--- src/rtl/mips_pkg.sv ---
// Shared pipeline definitions: default bus widths, word-offset constant and
// the store-buffer drain FSM encoding.
package mips_pkg;

  localparam int unsigned DEF_ADDR_W = 32;
  localparam int unsigned DEF_DATA_W = 32;

  // Byte-offset bits below a word; ignored for word-only accesses.
  localparam int unsigned WORD_LSB = 2;

  typedef enum logic {
    SB_IDLE,
    SB_BUSY
  } sb_state_t;

endpackage

--- src/rtl/sb_fwd_match.sv ---
// Store-buffer load forwarding: DEPTH-way word-address compare with the
// youngest matching entry (closest behind the write pointer) winning.
module sb_fwd_match
  import mips_pkg::*;
#(
  parameter int unsigned DEPTH  = 4,
  parameter int unsigned WA_W   = DEF_ADDR_W - WORD_LSB,
  parameter int unsigned DATA_W = DEF_DATA_W,
  parameter int unsigned PTR_W  = $clog2(DEPTH)
) (
  input  logic [DEPTH-1:0]             valid_i,
  input  logic [DEPTH-1:0][WA_W-1:0]   addr_i,
  input  logic [DEPTH-1:0][DATA_W-1:0] data_i,
  input  logic [PTR_W-1:0]             wr_ptr_i,
  input  logic [WA_W-1:0]              ld_waddr_i,
  output logic                         match_o,
  output logic [DATA_W-1:0]            data_o
);

  logic [PTR_W-1:0] idx;

  // Walk entries oldest to youngest so the youngest match overwrites earlier ones.
  always_comb begin
    match_o = 1'b0;
    data_o  = '0;
    idx     = '0;
    for (int unsigned k = 0; k < DEPTH; k++) begin
      // Age DEPTH-k behind the write pointer; modulo wrap comes from PTR_W.
      idx = wr_ptr_i - PTR_W'(DEPTH - k);
      if (valid_i[idx] && (addr_i[idx] == ld_waddr_i)) begin
        match_o = 1'b1;
        data_o  = data_i[idx];
      end
    end
  end

endmodule

--- src/rtl/store_buffer.sv ---
// Posted-write buffer between the M stage and a handshaked data memory.
// Stores enter in one cycle, drain to memory in program order, and loads
// see the youngest buffered data for their word address.
module store_buffer
  import mips_pkg::*;
#(
  parameter int unsigned DEPTH  = 4,
  parameter int unsigned ADDR_W = DEF_ADDR_W,
  parameter int unsigned DATA_W = DEF_DATA_W
) (
  input  logic                     clk,
  input  logic                     rst,
  input  logic                     st_valid_i,
  input  logic [ADDR_W-1:0]        st_addr_i,
  input  logic [DATA_W-1:0]        st_data_i,
  output logic                     st_ready_o,
  input  logic                     ld_valid_i,
  input  logic [ADDR_W-1:0]        ld_addr_i,
  output logic                     ld_hit_o,
  output logic [DATA_W-1:0]        ld_data_o,
  output logic                     mem_req_o,
  output logic [ADDR_W-1:0]        mem_addr_o,
  output logic [DATA_W-1:0]        mem_wdata_o,
  input  logic                     mem_ack_i,
  output logic [$clog2(DEPTH):0]   count_o,
  output logic                     empty_o
);

  localparam int unsigned PTR_W = $clog2(DEPTH);
  localparam int unsigned CNT_W = PTR_W + 1;
  localparam int unsigned WA_W  = ADDR_W - WORD_LSB;

  logic [DEPTH-1:0][WA_W-1:0]   addr_q;
  logic [DEPTH-1:0][DATA_W-1:0] data_q;
  logic [DEPTH-1:0]             valid_q, valid_d;
  logic [PTR_W-1:0]             wr_ptr_q, wr_ptr_d;
  logic [PTR_W-1:0]             rd_ptr_q, rd_ptr_d;
  logic [CNT_W-1:0]             count_q, count_d;
  sb_state_t                    state_q, state_d;

  logic push, pop;
  logic fwd_match;
  logic [DATA_W-1:0] fwd_data;

  // Byte-offset bits carry no information for word accesses.
  logic unused_offsets;
  assign unused_offsets = ^{st_addr_i[WORD_LSB-1:0], ld_addr_i[WORD_LSB-1:0]};

  assign st_ready_o = (count_q != CNT_W'(DEPTH));
  assign count_o    = count_q;
  assign empty_o    = (count_q == '0);

  // Pop only while a request is actually presented; a stray ack in IDLE is ignored.
  assign push = st_valid_i && st_ready_o;
  assign pop  = (state_q == SB_BUSY) && mem_ack_i;

  // Next-state for pointers, occupancy count and per-entry valid bits.
  always_comb begin
    wr_ptr_d = wr_ptr_q;
    rd_ptr_d = rd_ptr_q;
    count_d  = count_q;
    valid_d  = valid_q;
    if (pop) begin
      rd_ptr_d          = rd_ptr_q + PTR_W'(1);
      valid_d[rd_ptr_q] = 1'b0;
    end
    if (push) begin
      wr_ptr_d          = wr_ptr_q + PTR_W'(1);
      valid_d[wr_ptr_q] = 1'b1;
    end
    case ({push, pop})
      2'b10:   count_d = count_q + CNT_W'(1);
      2'b01:   count_d = count_q - CNT_W'(1);
      default: count_d = count_q;
    endcase
  end

  // Control state: pointers, count, valid bits; all cleared asynchronously.
  always_ff @(posedge clk or posedge rst) begin
    if (rst) begin
      wr_ptr_q <= '0;
      rd_ptr_q <= '0;
      count_q  <= '0;
      valid_q  <= '0;
    end else begin
      wr_ptr_q <= wr_ptr_d;
      rd_ptr_q <= rd_ptr_d;
      count_q  <= count_d;
      valid_q  <= valid_d;
    end
  end

  // Entry payload; never read unless its valid bit is set, so no reset needed.
  always_ff @(posedge clk) begin
    if (push) begin
      addr_q[wr_ptr_q] <= st_addr_i[ADDR_W-1:WORD_LSB];
      data_q[wr_ptr_q] <= st_data_i;
    end
  end

  // Drain FSM next-state: BUSY whenever the buffer will hold at least one entry.
  always_comb begin
    state_d = state_q;
    case (state_q)
      SB_IDLE: if (count_d != '0) state_d = SB_BUSY;
      SB_BUSY: if (count_d == '0) state_d = SB_IDLE;
      default: state_d = SB_IDLE;
    endcase
  end

  // Drain FSM state register; reset withdraws any in-flight request at once.
  always_ff @(posedge clk or posedge rst) begin
    if (rst) begin
      state_q <= SB_IDLE;
    end else begin
      state_q <= state_d;
    end
  end

  // Memory-side outputs come straight from the head entry, zeroed when idle.
  always_comb begin
    mem_req_o   = (state_q == SB_BUSY);
    mem_addr_o  = '0;
    mem_wdata_o = '0;
    if (mem_req_o) begin
      mem_addr_o  = {addr_q[rd_ptr_q], {WORD_LSB{1'b0}}};
      mem_wdata_o = data_q[rd_ptr_q];
    end
  end

  sb_fwd_match #(
    .DEPTH  (DEPTH),
    .WA_W   (WA_W),
    .DATA_W (DATA_W),
    .PTR_W  (PTR_W)
  ) u_fwd (
    .valid_i    (valid_q),
    .addr_i     (addr_q),
    .data_i     (data_q),
    .wr_ptr_i   (wr_ptr_q),
    .ld_waddr_i (ld_addr_i[ADDR_W-1:WORD_LSB]),
    .match_o    (fwd_match),
    .data_o     (fwd_data)
  );

  // Load forwarding result, qualified by the lookup strobe.
  always_comb begin
    ld_hit_o  = ld_valid_i && fwd_match;
    ld_data_o = '0;
    if (ld_hit_o) ld_data_o = fwd_data;
  end

endmodule
--- config.mk ---
export PLATFORM = sky130hd
export DESIGN_NAME = store_buffer
export DESIGN_NICKNAME = d
export VERILOG_FILES = /design/src/rtl/mips_pkg.sv /design/src/rtl/sb_fwd_match.sv /design/src/rtl/store_buffer.sv
export SDC_FILE = /design/constraint.sdc
export NUM_CORES = 1
export LEC_CHECK = 0
export BUFFER_PORTS_ARGS = -buffer_cell sky130_fd_sc_hd__buf_2
export CAP_MARGIN = 0
export CELL_PAD_IN_SITES_DETAIL_PLACEMENT = 1
export CELL_PAD_IN_SITES_GLOBAL_PLACEMENT = 2
export CORE_MARGIN = 2
export CORE_UTILIZATION = 44
export CTS_BUF_LIST = sky130_fd_sc_hd__clkbuf_8 sky130_fd_sc_hd__clkbuf_16
export CTS_CLUSTER_SIZE = 20
export DETAILED_ROUTE_END_ITERATION = 8
export HOLD_SLACK_MARGIN = 0.12
export PLACE_DENSITY = 0.84
export SLEW_MARGIN = 10
export SYNTH_ARGS = -nofsm -noshare
export SYNTH_HDL_FRONTEND = slang
export SYNTH_SLANG_ARGS = --single-unit
--- constraint.sdc ---
create_clock -name clk -period 8.7 [get_ports clk]
set_input_delay 1.74 -clock clk [delete_from_list [all_inputs] [get_ports clk]]
set_output_delay 1.74 -clock clk [all_outputs]
set_load 0.05 [all_outputs]
# [Word-level counts from Yosys, hierarchy flattened]
# Cells that the tools add are included.
[totals] output_inout_bits=103 wordCells=105 inputBits=101 ff_bits=260
[classes] order_cmp=7 add_sub_neg=7 bitwise=4 n_eq_ne=7 mux=55 reduce_logical=12
[op_table] op="$mux 32" n=13
[op_table] op="$bmux 32 s2" n=5
[op_table] op="$bmux 30 s2" n=5
[op_table] op="$mux 30" n=6
[op_table] op="$bwmux 128" n=1
[op_table] op="$bwmux 120" n=1
[op_table] op="$eq 30x30->1" n=4
[op_table] op="$demux 32 s2" n=1
[op_table] op="$demux 30 s2" n=1
[op_table] op="$lt 2x3->1 const B" n=5
[op_table] op="$mux 1" n=12
[op_table] op="$logic_and 1x1->1" n=9
[op_table] op="$bmux 1 s2" n=4
[op_table] op="$mux 4" n=2
[op_table] op="$logic_not 3->1" n=2
[op_table] op="$pmux 3 s2" n=1
[op_table] op="$add 2x1->2 const B" n=2
[op_table] op="$and 4x4->4" n=1
[op_table] op="$demux 1 s2" n=2
[op_table] op="$ge 2x1->1 const B" n=2
[op_table] op="$not 4->4" n=1
[op_table] op="$or 4x4->4" n=1
[op_table] op="$sub 2x2->2 const B" n=2
[op_table] op="$add 3x1->3 const B" n=1
[op_table] op="other kinds (8)" n=8

# [Logic depth before layout (Yosys ltp)]
[depth] depth_word=10 mapped_depth=23 mapped_depth_nobuf=11

# [Hierarchy]
# From an unflattened synthesis, not the netlist that was laid out.
[hier_totals] hier_cells=1517 area_unflattened_um2=18221.2
[by_module_without_submodules] mod="store_buffer" seq_area_each_um2=7747.4 instances=1 area_each_um2=10353.7 cells_per_inst=497
[by_module_without_submodules] mod="sb_fwd_match" seq_area_each_um2=0.0 instances=1 area_each_um2=7867.5 cells_per_inst=1020

# [Worst setup path before layout]
# Ideal clock, no wire load.
[synth_timing] kind="register to output" start="register wr_ptr_q[1]" end="output ld_data_o[18]" path_buffers=11 arrival_time_ns=5.389 required_time_ns=6.960 path_slack_ns=1.571 stages_incl_launch_ff=21 cell_sequence="dfrtp_1 > buf_4 > buf_4 > buf_4 > buf_4 > buf_6 > buf_2 > clkbuf_1 > clkbuf_1 > inv_1 > ha_1 > buf_6 > clkbuf_1 > mux2_2 > or2_2 > a31oi_1 > o211ai_1 > a2111o_1 > dlygate4sd1_1 > o311ai_0 > o211a_1"
[synth_via] elab_chain_len=10 elab_cells_between_ends=45 classes_between="3 x add/sub; 4 x eq/ne; 33 x mux; 5 x reduce/logical"
[synth_lines] element="start: declaration" line_no="store_buffer.sv:36" text="logic [PTR_W-1:0] wr_ptr_q, wr_ptr_d;"
[synth_lines] element="start signal: assignment" line_no="store_buffer.sv:86" text="wr_ptr_q <= wr_ptr_d;"
[synth_lines] element="$sub 2x2->2 or $bmux 30 s2 (tied branches)" line_no="sb_fwd_match.sv:29, sb_fwd_match.sv:30"
[synth_lines] element="$bmux 30 s2 or $mux 30 (tied branches)" line_no="sb_fwd_match.sv:30" text="if (valid_i[idx] && (addr_i[idx] == ld_waddr_i)) begin"
[synth_lines] element="$mux 30 (implied by the code) or $eq 30x30->1 (tied branches)" line_no="sb_fwd_match.sv:30"
[synth_lines] element="$eq 30x30->1 or $logic_and 1x1->1 (tied branches)" line_no="sb_fwd_match.sv:30"
[synth_lines] element="$logic_and 1x1->1 or $mux 1 (tied branches)" line_no="sb_fwd_match.sv:30"
[synth_lines] element="$mux 1 (3 in series)" line_no="sb_fwd_match.sv:30"
[synth_lines] element="$logic_and 1x1->1" line_no="store_buffer.sv:148" text="ld_hit_o = ld_valid_i && fwd_match;"
[synth_lines] element="$mux 32 *" line_no="store_buffer.sv:150" text="if (ld_hit_o) ld_data_o = fwd_data;"
[synth_lines] element="end: declaration" line_no="store_buffer.sv:20" text="output logic [DATA_W-1:0] ld_data_o,"
# Mark *: on every way between the ends. The rest lies on a longest branch, timed or not. The select of a mux whose other input is x is not followed.

# [Worst setup path after layout]
[layout_timing] start="register wr_ptr_q[0]" end="output ld_data_o[28]"
# The elaborated chain is that of the path after synthesis.

==> reports/metrics.yaml <==
place.detailed.hpwl_um: 42400
pre_cts_ws_ns: 1.83
synth_compound_area_share_pct: 8.41
synthDistinctLibCells: 77
synthFlopType: "edfxtp_1"
period_share_pct: 86.6
htreeDepth: 1
synth-seq-cells: 260
critPathCaptureType: "output pin"
io-pin-count: 204
vdd_drop_max_mv: 0.280
cts_setup_buffers: 0
drc: 0
synthesis.area_um2: 20400
maxCapViolations: 0
port_buffers: 197
status: "finished clean"
antenna_found_initial: 9
maxSlewHeadroom_pct: 26.4
synthCells: 1413
synth_xor_area_share_pct: 4.25
grt-busiest-layer: "met2"
fin_nets: 1623
setup.worst_path.start_class: "flop"
leakagePower_nw: 8.44
synth_top_family_by_area: "multiplexers"
cts_made_buffers: 31
track_usage_pct: 27.6
drive_above_1_share_pct: 34.2
report.final.hold_viol_count: 0
worst_pin_slew_ns: 1.10
slew_viol_final: 0
vias: 14944
die_area_um2: 48100
drtIter0Drc: 1610
row_count: 78
initial_core_util_pct: 44.8
synth_warnings: 0
rsz0062_at_grt: "no"
clkSinkCount: 260
fin_hold_ws_ns: 0.552
grt_use_met3_pct: 4.78
cts_hold_buf: 0
grt_first_pass_wirelength_um: 99300
grt_pass1_vias: 15189
powerDensity_nw_per_um2: 399
synth-simple-area-share_pct: 7.85
synthMuxAreaShare_pct: 35.6
yosysSeqAreaShare_pct: 37.9
cts_repair_resize_count: 0
synth_edf_count: 248
syn_avg_cell_area_um2: 14.5
fmax_ghz: 0.133
cts_root_buf: "clkbuf_16"
fin_util_pct: 49.5
grt_use_met1_pct: 37.8
crit_fanout: 64
vias_per_cell: 6.97
worstPathRequired_ns: 6.96
hold_path.class: "flop to flop"
cts_tree: "done"
grt_overflow_total: 0
clock_path_buffers: 3
fp.dieW_um: 219
setup_viol: 0
crit_type: "flop to output pin"
post-route-min-period_ns: 7.53
coreArea_um2: 45600
dr.pass1.iters: 6
wl_per_cell_um: 31.1
die_height_um: 219
area_growth_syn_to_layout_pct: 10.4
clock_latency_ns: 0.60
gp_congestion: 0.911
clkTransAtPathRegs_ns: 0.06
setup_tns_ns: 0
async_flop_share_pct: 4.62
grt_use_met2_pct: 45.2
ant_nets: 0
fin_ws_ns: 1.17
arrival_ns: 5.79
fin_skew_ns: 0.0186
wirelength_um: 66600
synthAdderAreaFrac_pct: 0.649
grt_max_degree: 99
==> layout make-up <==
type,count,area [um^2]
fill,4463,23000
multi-input combinational,975,11600
timing repair buffer,225,1230
clock inverter,27,283
inverter,19,71.3
antenna,6,15.0
tap,600,751
clock buffer,31,776
sequential,260,7760
==> worst paths after layout <==
check,depth (start not counted),to,slack (ns),startpoint
min in group asynchronous,2,valid_q[3]$_DFF_PP0_,1.17,rst
worst max register to register,5,addr_q[110]$_DFFE_PP_,4.84,wr_ptr_q[1]$_DFFE_PP0P_
max in group asynchronous,2,rd_ptr_q[0]$_DFFE_PP0P_,7.12,rst
worst max-delay path,12,ld_data_o[28],1.17,wr_ptr_q[0]$_DFFE_PP0P_
worst min register to register,1,count_o[2]$_DFF_PP0_,0.55,count_o[2]$_DFF_PP0_
worst min-delay path,1,count_o[2]$_DFF_PP0_,0.55,count_o[2]$_DFF_PP0_
==> kinds of logic (layout without fill, tap and decap cells) <==
logic type                 count (synthesis)  after routing
AOI/OAI and AO/OA                        219            219
xor gates and xnor gates                  99             99
adders and majority gates                 10             10
buffers and inverters                    179            302
DFF                                      260            260
muxes                                    376            376
other                                      1              8
and+or+nand+nor                          269            269
==> synthesized netlist by cell type (17+ instances only) <==
cell type	count	share of area, %
xnor2_1	63	2.7
xor2_1	36	1.5
o22ai_1	17	0.52
buf_2	22	0.54
o211a_1	32	1.6
nor2_1	17	0.31
o311ai_1	17	0.73
and2_1	70	2.1
o21a_1	33	1.2
inv_1	19	0.35
clkbuf_1	72	1.3
nand4_1	71	2.2
mux4_4	21	2.6
mux4_2	187	21
mux2i_1	107	5.2
o21ai_0	22	0.54
mux4_1	52	6.7
and3_1	23	0.70
nand2_1	30	0.55
buf_6	17	0.94
edfxtp_1	248	36
buf_4	19	0.70
==> layout by cell type, fill, tap and decap left out, drive strengths merged, types with 12 or more instances in the layout <==
master	instances
nor2	17
a21oi	15
clkbuf	31
mux2i	107
xor2	36
dfrtp	12
o22ai	17
and2	70
mux4	260
inv	23
o211a	32
nor3	12
clkinv	15
xnor2	63
buf	225
and3	39
o21a	33
o311ai	32
edfxtp	248
nand2	30
nand4	71
nor4	12
o21ai	23
==> critical path: stages, from the launching register on <==
cell,delay (ns)
dfrtp_4,0.66
inv_1,0.15
ha_4,0.81
buf_12,0.39
mux4_2,0.37
xor2_1,0.21
nor4_1,0.45
nand4_1,0.26
or4_4,0.62
buf_4,0.36
o311ai_0,0.20
o211a_1,0.27
buf_2,0.28
==> where the power goes <==
part	leakage [nW]	switching, W	internal, W
Sequential	2.41	0.000366	0.00168
Clock	0.522	0.000546	0.000822
Combinational	5.51	0.00317	0.00240
==> routing by layer <==
metal  vias to the layer above  share of wire (%)
met5                         -              0.087
met1                      7947                 40
met2                       685                 49
met4                        10                2.7
met3                       116                7.9
li1                       6186                  -
==> state kept, by name, indices dropped and copies added (netlist names) <==
register	cells
wr_ptr_q	2
rd_ptr_q	2
addr_q	120
valid_q	4
data_q	128
mem_req_o	1
count_o	3
==> per-stage QoR <==
stage	cell area (um^2)	power, W	std cells
final	22500	0.00899	2143
after global routing	22500	0.00939	2139
after CTS	22500	0.00901	2137
after detailed placement	21500	0.00761	2079
after global placement	21500	0.00751	2079
after floorplan	20400	0.00636	1414
Power figures use the tool's default switching activity.
